[src/rtl/pcm_decoder_logic_v1_pkg.sv]
// PCM decoder shared types: FSM state encoding, frame field widths,
// CRC constants and a small saturating counter helper.
package pcm_decoder_logic_v1_pkg;

   localparam logic [15:0] SYNC_WORD_DEF   = 16'hEB90;
   localparam int          LOCK_THRESH_DEF = 2;
   localparam int          LOSS_THRESH_DEF = 3;

   localparam int WORD_W    = 16;
   localparam int SYNC_BITS = 16;
   localparam int DATA_BITS = 32;
   localparam int CRC_BITS  = 16;
   localparam int STATE_W   = 3;

   localparam logic [15:0] CRC_POLY = 16'h1021;
   localparam logic [15:0] CRC_INIT = 16'hFFFF;

   typedef enum logic [STATE_W-1:0] {
      ST_IDLE     = 3'd0,
      ST_HUNT     = 3'd1,
      ST_RX_DATA  = 3'd2,
      ST_RX_CRC   = 3'd3,
      ST_SYNC_CHK = 3'd4
   } pdl_state_e;

   function automatic logic [2:0] sat_inc3(input logic [2:0] v);
      return (v == 3'd7) ? v : v + 3'd1;
   endfunction

endpackage

[src/rtl/pcm_decoder_logic_v1_if.sv]
// Stream-in / decoded-out bundle of the PCM decoder.
// crc_err_pdl_negreg_out exists only when PDL_CRC_EN is defined.
interface pcm_decoder_logic_v1_if;
   import pcm_decoder_logic_v1_pkg::*;

   logic              enable_pdl_in;
   logic              sdin_pdl_in;
   logic              sbit_valid_pdl_in;
   logic [WORD_W-1:0] ch1_data_pdl_negreg_out;
   logic [WORD_W-1:0] ch2_data_pdl_negreg_out;
   logic              frame_valid_pdl_negreg_out;
   logic              lock_pdl_negreg_out;
   logic              sync_err_pdl_negreg_out;
`ifdef PDL_CRC_EN
   logic              crc_err_pdl_negreg_out;
`endif
   logic [STATE_W-1:0] state_debug_pdl_out;

   modport master (
      output enable_pdl_in,
      output sdin_pdl_in,
      output sbit_valid_pdl_in,
      input  ch1_data_pdl_negreg_out,
      input  ch2_data_pdl_negreg_out,
      input  frame_valid_pdl_negreg_out,
      input  lock_pdl_negreg_out,
      input  sync_err_pdl_negreg_out,
`ifdef PDL_CRC_EN
      input  crc_err_pdl_negreg_out,
`endif
      input  state_debug_pdl_out
   );

   modport slave (
      input  enable_pdl_in,
      input  sdin_pdl_in,
      input  sbit_valid_pdl_in,
      output ch1_data_pdl_negreg_out,
      output ch2_data_pdl_negreg_out,
      output frame_valid_pdl_negreg_out,
      output lock_pdl_negreg_out,
      output sync_err_pdl_negreg_out,
`ifdef PDL_CRC_EN
      output crc_err_pdl_negreg_out,
`endif
      output state_debug_pdl_out
   );

endinterface

[src/rtl/pcm_decoder_logic_v1_crc.sv]
// Serial CRC-16-CCITT (poly 0x1021, init 0xFFFF, MSB first, unreflected).
// Present only in PDL_CRC_EN builds.
`ifdef PDL_CRC_EN
module crc16_ccitt_serial_v1
   import pcm_decoder_logic_v1_pkg::*;
(
   input  logic        clk_i,
   input  logic        rst_i,
   input  logic        clr_i,
   input  logic        en_i,
   input  logic        din_i,
   output logic [15:0] crc_o
);

   logic [15:0] crc_q, crc_d;
   logic        fb;

   always_comb begin
      fb    = crc_q[15] ^ din_i;
      crc_d = crc_q;
      if (clr_i) begin
         crc_d = CRC_INIT;
      end else if (en_i) begin
         crc_d = {crc_q[14:0], 1'b0} ^ (fb ? CRC_POLY : 16'h0000);
      end
   end

   always_ff @(posedge clk_i) begin
      if (rst_i) crc_q <= CRC_INIT;
      else       crc_q <= crc_d;
   end

   assign crc_o = crc_q;

endmodule
`endif

[src/rtl/pcm_decoder_logic_v1.sv]
// PCM frame decoder: sync hunt, lock hysteresis, CH1/CH2 de-serialiser.
// Optional CRC-16 check over CH1|CH2 when PDL_CRC_EN is defined.
module pcm_decoder_logic_v1
   import pcm_decoder_logic_v1_pkg::*;
#(
   parameter logic [15:0] SYNC_WORD   = SYNC_WORD_DEF,
   parameter int          LOCK_THRESH = LOCK_THRESH_DEF,
   parameter int          LOSS_THRESH = LOSS_THRESH_DEF
) (
   input  logic lclk_pdl_in,
   input  logic lrst_pdl_in,
   pcm_decoder_logic_v1_if.slave bus
);

`ifdef PDL_CRC_EN
   localparam int PAY_W = DATA_BITS;
`else
   localparam int PAY_W = DATA_BITS - 1;
`endif

   pdl_state_e        state_q, state_d;
   logic [4:0]        cnt_q, cnt_d;
   logic [14:0]       sr_q, sr_d;
   logic [PAY_W-1:0]  pay_q, pay_d;
   logic [2:0]        hits_q, hits_d;
   logic [2:0]        miss_q, miss_d;
   logic              lock_q, lock_d;
   logic [WORD_W-1:0] ch1_q, ch1_d;
   logic [WORD_W-1:0] ch2_q, ch2_d;
   logic              fv_q, fv_d;
   logic              se_q, se_d;

   logic        en, stb, din;
   logic [15:0] sr_nx;
   logic [31:0] pay_nx;
   logic [2:0]  hits_inc, miss_inc;
   logic        last16, last32;

   assign en       = bus.enable_pdl_in;
   assign stb      = bus.sbit_valid_pdl_in;
   assign din      = bus.sdin_pdl_in;
   assign sr_nx    = {sr_q, din};
   assign pay_nx   = {pay_q[30:0], din};
   assign hits_inc = sat_inc3(hits_q);
   assign miss_inc = sat_inc3(miss_q);
   assign last16   = (cnt_q == 5'd15);
   assign last32   = (cnt_q == 5'd31);

`ifdef PDL_CRC_EN
   logic        ce_q, ce_d;
   logic [15:0] crc_val;
   logic        crc_clr, crc_en;

   // Seed the CRC in every state that precedes a payload.
   assign crc_clr = (state_q == ST_HUNT) ||
                    (state_q == ST_SYNC_CHK) ||
                    (state_q == ST_IDLE);
   assign crc_en  = en && stb && (state_q == ST_RX_DATA);

   crc16_ccitt_serial_v1 u_crc (
      .clk_i (lclk_pdl_in),
      .rst_i (lrst_pdl_in),
      .clr_i (crc_clr),
      .en_i  (crc_en),
      .din_i (din),
      .crc_o (crc_val)
   );
`endif

   always_comb begin
      state_d = state_q;
      cnt_d   = cnt_q;
      sr_d    = sr_q;
      pay_d   = pay_q;
      hits_d  = hits_q;
      miss_d  = miss_q;
      lock_d  = lock_q;
      ch1_d   = ch1_q;
      ch2_d   = ch2_q;
      fv_d    = 1'b0;
      se_d    = 1'b0;
`ifdef PDL_CRC_EN
      ce_d    = 1'b0;
`endif
      if (!en) begin
         state_d = ST_IDLE;
         cnt_d   = '0;
         sr_d    = '0;
         hits_d  = '0;
         miss_d  = '0;
         lock_d  = 1'b0;
      end else begin
         unique case (state_q)
            ST_IDLE: begin
               state_d = ST_HUNT;
            end
            ST_HUNT: begin
               if (stb) begin
                  sr_d = sr_nx[14:0];
                  if (sr_nx == SYNC_WORD) begin
                     hits_d  = 3'd1;
                     miss_d  = '0;
                     cnt_d   = '0;
                     state_d = ST_RX_DATA;
                     if (LOCK_THRESH <= 1) lock_d = 1'b1;
                  end
               end
            end
            ST_RX_DATA: begin
               if (stb) begin
                  pay_d = pay_nx[PAY_W-1:0];
                  cnt_d = cnt_q + 5'd1;
                  if (last32) begin
                     cnt_d = '0;
`ifdef PDL_CRC_EN
                     state_d = ST_RX_CRC;
`else
                     state_d = ST_SYNC_CHK;
                     if (lock_q) begin
                        ch1_d = pay_nx[31:16];
                        ch2_d = pay_nx[15:0];
                        fv_d  = 1'b1;
                     end
`endif
                  end
               end
            end
`ifdef PDL_CRC_EN
            ST_RX_CRC: begin
               if (stb) begin
                  sr_d  = sr_nx[14:0];
                  cnt_d = cnt_q + 5'd1;
                  if (last16) begin
                     cnt_d   = '0;
                     state_d = ST_SYNC_CHK;
                     if (sr_nx != crc_val) begin
                        ce_d = 1'b1;
                     end else if (lock_q) begin
                        ch1_d = pay_q[31:16];
                        ch2_d = pay_q[15:0];
                        fv_d  = 1'b1;
                     end
                  end
               end
            end
`endif
            ST_SYNC_CHK: begin
               if (stb) begin
                  sr_d  = sr_nx[14:0];
                  cnt_d = cnt_q + 5'd1;
                  if (last16) begin
                     cnt_d = '0;
                     if (sr_nx == SYNC_WORD) begin
                        hits_d  = hits_inc;
                        miss_d  = '0;
                        state_d = ST_RX_DATA;
                        if (hits_inc >= 3'(LOCK_THRESH)) lock_d = 1'b1;
                     end else if (lock_q) begin
                        // Flywheel through isolated bad syncs.
                        se_d    = 1'b1;
                        miss_d  = miss_inc;
                        state_d = ST_RX_DATA;
                        if (miss_inc >= 3'(LOSS_THRESH)) begin
                           lock_d  = 1'b0;
                           miss_d  = '0;
                           state_d = ST_HUNT;
                        end
                     end else begin
                        hits_d  = '0;
                        state_d = ST_HUNT;
                     end
                  end
               end
            end
            default: begin
               state_d = ST_IDLE;
            end
         endcase
      end
   end

   always_ff @(posedge lclk_pdl_in) begin
      if (lrst_pdl_in) begin
         state_q <= en ? ST_HUNT : ST_IDLE;
         cnt_q   <= '0;
         sr_q    <= '0;
         pay_q   <= '0;
         hits_q  <= '0;
         miss_q  <= '0;
         lock_q  <= 1'b0;
         ch1_q   <= '0;
         ch2_q   <= '0;
         fv_q    <= 1'b0;
         se_q    <= 1'b0;
`ifdef PDL_CRC_EN
         ce_q    <= 1'b0;
`endif
      end else begin
         state_q <= state_d;
         cnt_q   <= cnt_d;
         sr_q    <= sr_d;
         pay_q   <= pay_d;
         hits_q  <= hits_d;
         miss_q  <= miss_d;
         lock_q  <= lock_d;
         ch1_q   <= ch1_d;
         ch2_q   <= ch2_d;
         fv_q    <= fv_d;
         se_q    <= se_d;
`ifdef PDL_CRC_EN
         ce_q    <= ce_d;
`endif
      end
   end

   assign bus.ch1_data_pdl_negreg_out    = ch1_q;
   assign bus.ch2_data_pdl_negreg_out    = ch2_q;
   assign bus.frame_valid_pdl_negreg_out = fv_q;
   assign bus.lock_pdl_negreg_out        = lock_q;
   assign bus.sync_err_pdl_negreg_out    = se_q;
`ifdef PDL_CRC_EN
   assign bus.crc_err_pdl_negreg_out     = ce_q;
`endif
   assign bus.state_debug_pdl_out        = state_q;

endmodule

[src/flat_wrapper.sv]
// flat-port wrapper written by rule: the top's interface ports become plain ports
module pcm_decoder_logic_v1_flat import pcm_decoder_logic_v1_pkg::*;
#(
   parameter logic [15:0] SYNC_WORD   = SYNC_WORD_DEF,
   parameter int          LOCK_THRESH = LOCK_THRESH_DEF,
   parameter int          LOSS_THRESH = LOSS_THRESH_DEF
)
  (lclk_pdl_in, lrst_pdl_in, bus_enable_pdl_in, bus_sdin_pdl_in, bus_sbit_valid_pdl_in, bus_ch1_data_pdl_negreg_out, bus_ch2_data_pdl_negreg_out, bus_frame_valid_pdl_negreg_out, bus_lock_pdl_negreg_out, bus_sync_err_pdl_negreg_out, bus_state_debug_pdl_out);
  pcm_decoder_logic_v1_if bus_i ();
  input  logic lclk_pdl_in;
  input  logic lrst_pdl_in;
  input wire logic [$bits(bus_i.enable_pdl_in)-1:0] bus_enable_pdl_in;
  input wire logic [$bits(bus_i.sdin_pdl_in)-1:0] bus_sdin_pdl_in;
  input wire logic [$bits(bus_i.sbit_valid_pdl_in)-1:0] bus_sbit_valid_pdl_in;
  output wire logic [$bits(bus_i.ch1_data_pdl_negreg_out)-1:0] bus_ch1_data_pdl_negreg_out;
  output wire logic [$bits(bus_i.ch2_data_pdl_negreg_out)-1:0] bus_ch2_data_pdl_negreg_out;
  output wire logic [$bits(bus_i.frame_valid_pdl_negreg_out)-1:0] bus_frame_valid_pdl_negreg_out;
  output wire logic [$bits(bus_i.lock_pdl_negreg_out)-1:0] bus_lock_pdl_negreg_out;
  output wire logic [$bits(bus_i.sync_err_pdl_negreg_out)-1:0] bus_sync_err_pdl_negreg_out;
  output wire logic [$bits(bus_i.state_debug_pdl_out)-1:0] bus_state_debug_pdl_out;
  assign bus_i.enable_pdl_in = bus_enable_pdl_in;
  assign bus_i.sdin_pdl_in = bus_sdin_pdl_in;
  assign bus_i.sbit_valid_pdl_in = bus_sbit_valid_pdl_in;
  assign bus_ch1_data_pdl_negreg_out = bus_i.ch1_data_pdl_negreg_out;
  assign bus_ch2_data_pdl_negreg_out = bus_i.ch2_data_pdl_negreg_out;
  assign bus_frame_valid_pdl_negreg_out = bus_i.frame_valid_pdl_negreg_out;
  assign bus_lock_pdl_negreg_out = bus_i.lock_pdl_negreg_out;
  assign bus_sync_err_pdl_negreg_out = bus_i.sync_err_pdl_negreg_out;
  assign bus_state_debug_pdl_out = bus_i.state_debug_pdl_out;
  pcm_decoder_logic_v1 #(.SYNC_WORD(SYNC_WORD), .LOCK_THRESH(LOCK_THRESH), .LOSS_THRESH(LOSS_THRESH)) u_core (.lclk_pdl_in(lclk_pdl_in), .lrst_pdl_in(lrst_pdl_in), .bus(bus_i));
endmodule
[config.mk]
export PLATFORM = sky130hd
export DESIGN_NAME = pcm_decoder_logic_v1_flat
export DESIGN_NICKNAME = d
export VERILOG_FILES = /design/src/rtl/pcm_decoder_logic_v1_pkg.sv /design/src/rtl/pcm_decoder_logic_v1_if.sv /design/src/rtl/pcm_decoder_logic_v1_crc.sv /design/src/rtl/pcm_decoder_logic_v1.sv /design/src/flat_wrapper.sv
export SDC_FILE = /design/constraint.sdc
export NUM_CORES = 1
export LEC_CHECK = 0
export ABC_AREA = 1
export CORE_ASPECT_RATIO = 1.5
export CORE_MARGIN = 4
export CORE_UTILIZATION = 58
export CTS_BUF_LIST = sky130_fd_sc_hd__clkbuf_8
export DETAILED_ROUTE_END_ITERATION = 8
export GPL_ROUTABILITY_DRIVEN = 0
export PLACE_DENSITY = 0.82
export SLEW_MARGIN = 25
export SYNTH_ARGS = -nofsm -noshare
export SYNTH_HDL_FRONTEND = slang
export SYNTH_SLANG_ARGS = --single-unit
[constraint.sdc]
create_clock -name lclk_pdl_in -period 2 [get_ports lclk_pdl_in]
set_input_delay 0.3 -clock lclk_pdl_in [delete_from_list [all_inputs] [get_ports lclk_pdl_in]]
set_output_delay 0.3 -clock lclk_pdl_in [all_outputs]
set_load 0.05 [all_outputs]
# After elaboration in Yosys (flattened, before gate mapping)

Index checks and enable logic that the tools add are counted.

Bits in registers: 95
Input port bits: 5
Output and inout bits: 38
Logic and storage cells: 101

$add $sub $neg: 3
$lt $le $gt $ge: 2
Equality and inequality tests: 22
Mux-type cells: 42
Bitwise logic cells: 6
Reductions and logical operators: 15

Operators with widths:

| operator               | number |
|---|---|
| $mux W3                | 24 |
| $mux W5                | 6 |
| $reduce_and A6 Y1      | 3 |
| $eq A16 B16 Y1 const B | 1 |
| $pmux W5 S3            | 1 |
| $ne A4 B3 Y1 const B   | 3 |
| $ne A4 B4 Y1 const B   | 3 |
| $pmux W3 S2            | 2 |
| $pmux W3 S4            | 1 |
| $reduce_and A5 Y1      | 2 |
| $eq A3 B3 Y1 const B   | 3 |
| $ne A2 B2 Y1 const B   | 4 |
| $add A3 B1 Y3 const B  | 2 |
| $ge A3 B2 Y1 const B   | 2 |
| $mux W1                | 6 |
| $not A1 Y1             | 6 |
| $reduce_or A6 Y1       | 1 |
| $add A5 B1 Y5 const B  | 1 |
| $eq A5 B4 Y1 const B   | 1 |
| $eq A5 B5 Y1 const B   | 1 |
| $reduce_or A5 Y1       | 1 |
| $mux W2                | 2 |
| $ne A2 B1 Y1 const B   | 2 |
| $reduce_and A4 Y1      | 1 |
| 10 further kinds       | 11 |

# Depth between registers and ports, before layout

Gate-level depths: netlist of the first run.

Depth in word-level cells: 11
Gate-level depth with buffers: 12
Gate-level depth less buffers: 12

# Worst setup path before layout of the first run

OpenSTA, ideal clock, no wires.

Kind: reg2reg
Start point: register u_core.state_q[1], in the netlist u_core.bus.state_debug_pdl_out[1]
End point: register u_core.miss_q[0]
Arrival time: 1.589 ns
Path slack: 0.298 ns
Stages on the path, launching flop included: 9
Buffers on the path: 0
Cell sequence: edfxtp_1 -> nor2_2 -> nand2_2 -> nand2_1 -> nand3_2 -> a21oi_4 -> nand2_2 -> nor2_1 -> nor2_1

Word-level cells in the longest chain between the ends: 3
Elaborated cells between the ends (all ways): 10
Those cells by class: eq/ne (7); mux (1); reduce/logical (2)

RTL lines:

| item                                                        | RTL line                    | text |
|---|---|---|
| start, declared                                             | pcm_decoder_logic_v1.sv:21  | `pdl_state_e state_q, state_d;` |
| start signal, assigned                                      | pcm_decoder_logic_v1.sv:184 | `state_q <= en ? ST_HUNT : ST_IDLE;` |
| start signal, assigned                                      | pcm_decoder_logic_v1.sv:199 | `state_q <= state_d;` |
| $eq A3 B3 Y1 or $eq A3 B1 Y1 (tied branches)                | pcm_decoder_logic_v1.sv:93  | `unique case (state_q)` |
| $ne A3 B1 Y1 (no source line), or another cell as far along | -                           |  |
| $reduce_and A6 Y1 (no source line)                          | -                           |  |
| end signal, assigned                                        | pcm_decoder_logic_v1.sv:204 | `miss_q <= miss_d;` |
| end, declared                                               | pcm_decoder_logic_v1.sv:26  | `logic [2:0] miss_q, miss_d;` |

Several ways; a longest one is shown, not always the timed one.
A chain may end at the register's enable or synchronous reset.

# Worst setup path after layout of the first run

Start point: register u_core.state_q[1], in the netlist u_core.bus.state_debug_pdl_out[1]
End point: output port bus_state_debug_pdl_out[1]

RTL lines:

| item          | RTL line           | text |
|---|---|---|
| end, declared | flat_wrapper.sv:20 | `output wire logic [$bits(bus_i.state_debug_pdl_out)-1:0] bus_state_debug_pdl_out;` |

No word-level cell between the ends.

==> metrics.yaml, run 1 <==
setup_path:
  crit_family: "buffers and inverters"
  end_kind: "output pin"
  cp_max_fo: 4
  cpMaxStageDelayCell: "clkdlybuf4s50_1"
  regToRegSetupSlack_ns: 0.16
  path_buf_inv: 1
  r2r_end: "u_core.hits_q[2]"
  crit_arrival_ns: 1.61
  path_class: "flip-flop to output pin"
  crit_chain: "clkdlybuf4s50_1"
  crit_path_start_kind: "flip-flop"
  worstPathRequired_ns: 1.70
  rr_worst_depth: 12
  critPathMaxStageDelay_ns: 0.83
  timing.rr.start: "u_core.cnt_q[0]"
global_route:
  grt_pass1_vias: 3424
  antenna_found_initial: 0
  grt_pass1_wl_um: 14500
  grt_max_degree: 43
  track_usage_pct: 23.0
  gr-total-overflow: 0
clocking:
  holdBufCountCts: 0
  htreeDepth: 3
  cts_buffer_depth: 2
  path_clk_slew_ns: 0.08
  cts_tree: "yes"
  cts_root_buffer: "clkbuf_8"
  cts_buffers: 9
  clk_latency_ns: 0.35
  clkSinkCount: 95
yosys:
  yosysSeqAreaShare_pct: 50.0
  netlist-cell-type-count: 32
  ys_ff_latch: 95
  synthesis.nets: 522
  syn_avg_cell_area_um2: 7.58
  ys_warn_count: 0
  synth_area_um2: 3870
  synth_edf_count: 3
  synth_async_sr_flop_share_pct: 0
  synth-main-ff-cell: "dfxtp_1"
  synth_cells: 510
timing:
  finalSetupViolCount: 0
  period_share_pct: 95.3
  setup_tns_ns: 0
  skew_ns: 0.00796
  final_max_slew_viol_count: 0
  relSlewSlack_pct: 65.3
  hold_viol_final: 0
  maxClockFrequency_mhz: 524
  tightest_slew_ns: 0.519
  period_minus_slack_ns: 1.91
placement:
  hpwl_um: 6050
  port_buffers: 42
  dp_cells: 623
final_layout:
  n_antenna_cell: 0
  drive_gt1_share_pct: 8.90
  nets: 571
  area_delta_synth_final_pct: 18.7
  fin_cells: 638
  num-fill-cells: 543
floorplan:
  die_x_um: 74.7
  fp.dieH_um: 108
  rows: 36
  io_pins: 43
  coreArea_um2: 6490
  dieArea_um2: 8070
  initial_utilization_pct: 59.6
pwr:
  cellLeakagePower_nw: 1.99
  power_density_nw_per_um2: 756
  peakVddDrop_v: 0.000507
job:
  maxCapViolCount: 0
route:
  via_per_inst: 5.36
  drc_errors: 0
  wl_um: 8370
  firstDrtPassIters: 4
  vias: 3420
  antenna_left: 0
  wl_per_cell_um: 13.1
  drt-initial-drc-count: 167
outcome:
  status: "completed"
hold_path:
  hold_depth: 2
  hp-start: "u_core.bus.ch2_data_pdl_negreg_out[8]"
  worstHoldPathType: "flip-flop to flip-flop"
  holdPathEnd: "u_core.bus.ch2_data_pdl_negreg_out[8]"
==> cell usage in the layout, fill, tap and decap left out, types with 2 or more instances in the layout <==
master           Yosys  routed
dfxtp_1             92      90
nor2_1              88      87
o21ai_0             76      76
inv_1               59      61
nand2_1             61      60
a21oi_1             46      46
clkdlybuf4s50_1      0      40
nand3_1             21      21
buf_4                1      18
clkbuf_8             0      11
ha_1                 7       7
nor2_2               4       5
nand2_2              4       5
nor3_1               4       4
nand3_2              3       3
nand4_1              3       3
edfxtp_1             3       3
clkinv_1             2       2
a211oi_1             2       2
xor2_1               2       2
dfxtp_2              0       2
==> cell type report <==
type	instances	area, um^2	share of cell area (%)
flip-flops and latches	95	1930	42.1
multi-input cells	331	1610	35.0
repair buffers	60	557	12.1
inverters	62	233	5.07
clock buffers	11	151	3.30
well taps	76	95.1	2.07
clock inverters	3	12.5	0.272
==> cells in the mapped netlist (2+ instances only) <==
master | number | area, um^2
a211oi_1 | 2 | 15.0
a21oi_1 | 46 | 230
buf_2 | 4 | 20.0
clkbuf_1 | 16 | 60.1
clkinv_1 | 2 | 7.51
dfxtp_1 | 92 | 1840
edfxtp_1 | 3 | 90.1
ha_1 | 7 | 87.6
inv_1 | 59 | 221
nand2_1 | 61 | 229
nand2_2 | 4 | 25.0
nand3_1 | 21 | 105
nand3_2 | 3 | 30.0
nand4_1 | 3 | 18.8
nor2_1 | 88 | 330
nor2_2 | 4 | 25.0
nor3_1 | 4 | 20.0
o21ai_0 | 76 | 380
xor2_1 | 2 | 17.5
==> what timing repair did <==
action                     in CTS  in global routing
hold endpoints to repair        0                  0
gates resized for setup         1                  5
setup endpoints to repair       1                  7
setup buffers                   0                  1
==> flip-flops by register name (all words and copies together) (netlist names) <==
signal / count
u_core.pay_q: 31
u_core.bus.ch1_data_pdl_negreg_out: 16
u_core.bus.ch2_data_pdl_negreg_out: 16
u_core.sr_q: 15
u_core.cnt_q: 5
u_core.bus.state_debug_pdl_out: 3
u_core.hits_q: 3
u_core.miss_q: 3
u_core.bus.frame_valid_pdl_negreg_out: 1
u_core.bus.lock_pdl_negreg_out: 1
u_core.bus.sync_err_pdl_negreg_out: 1
==> cells by family (layout without fill, tap and decap cells) <==
group           after synthesis  in the layout  share of synthesized area [%]
flops                        95             95                           50.0
compound gates              127            127                           17.0
buf+inv                      84            136                           8.57
fa+ha+maj                     7              7                           2.26
xor+xnor                      3              3                          0.680
simple gates                194            194                           21.5
==> report_power, final <==
group | internal, W | switching [W]
Clock | 0.000496 | 0.000588
Sequential | 0.00195 | 0.0000444
Combinational | 0.000129 | 0.000261
Total | 0.00258 | 0.000893
==> worst max path at each step <==
| stage | cells after the start | slack (ns) | to | from |
|---|---|---|---|---|
| finish | 1 | 0.09 | bus_state_debug_pdl_out[1] | u_core.bus.state_debug_pdl_out[1] |
| global placement | 9 | 0.14 | u_core.bus.state_debug_pdl_out[0] | bus_sdin_pdl_in |
| global route | 12 | -0.0003 | u_core.miss_q[0] | u_core.cnt_q[0] |
| detailed placement | 9 | 0.10 | u_core.bus.state_debug_pdl_out[0] | bus_sdin_pdl_in |
| CTS | 1 | 0.007 | bus_state_debug_pdl_out[2] | u_core.bus.state_debug_pdl_out[2] |
| floorplan | 8 | 0.30 | u_core.miss_q[0] | u_core.bus.state_debug_pdl_out[1] |
==> metal layers <==
metal | GRT usage, % | part of all wire [%] | up-vias
li1 | - | - | 1727
met1 | 25.4 | 39 | 1568
met2 | 39.2 | 53 | 95
met3 | 5.67 | 4.0 | 30
met4 | 13.2 | 4.2 | 0
met5 | 0 | 0 | -
==> metrics by stage <==
step	area (um^2)	hold slack (ns)	worst slack (ns)	util, %	power [W]
6_report	4590	0.448	0.0931	70.8	0.00347
5_1_grt	4590	0.473	-0.000320	70.8	0.00364
2_1_floorplan	3870	0.429	0.298	-	0.00231
3_3_place_gp	4410	0.434	0.143	68.0	0.00240
4_1_cts	4570	0.450	0.00715	70.5	0.00349
3_5_place_dp	4410	0.438	0.100	68.0	0.00242
No activity file was read; power rests on OpenSTA's default activity.
==> inputs of run 2 (changes only) <==
CAP_MARGIN = 40   (was not set)
==> results of run 2 <==
No change in the layout: final DEF, timing and power equal those of run 1.
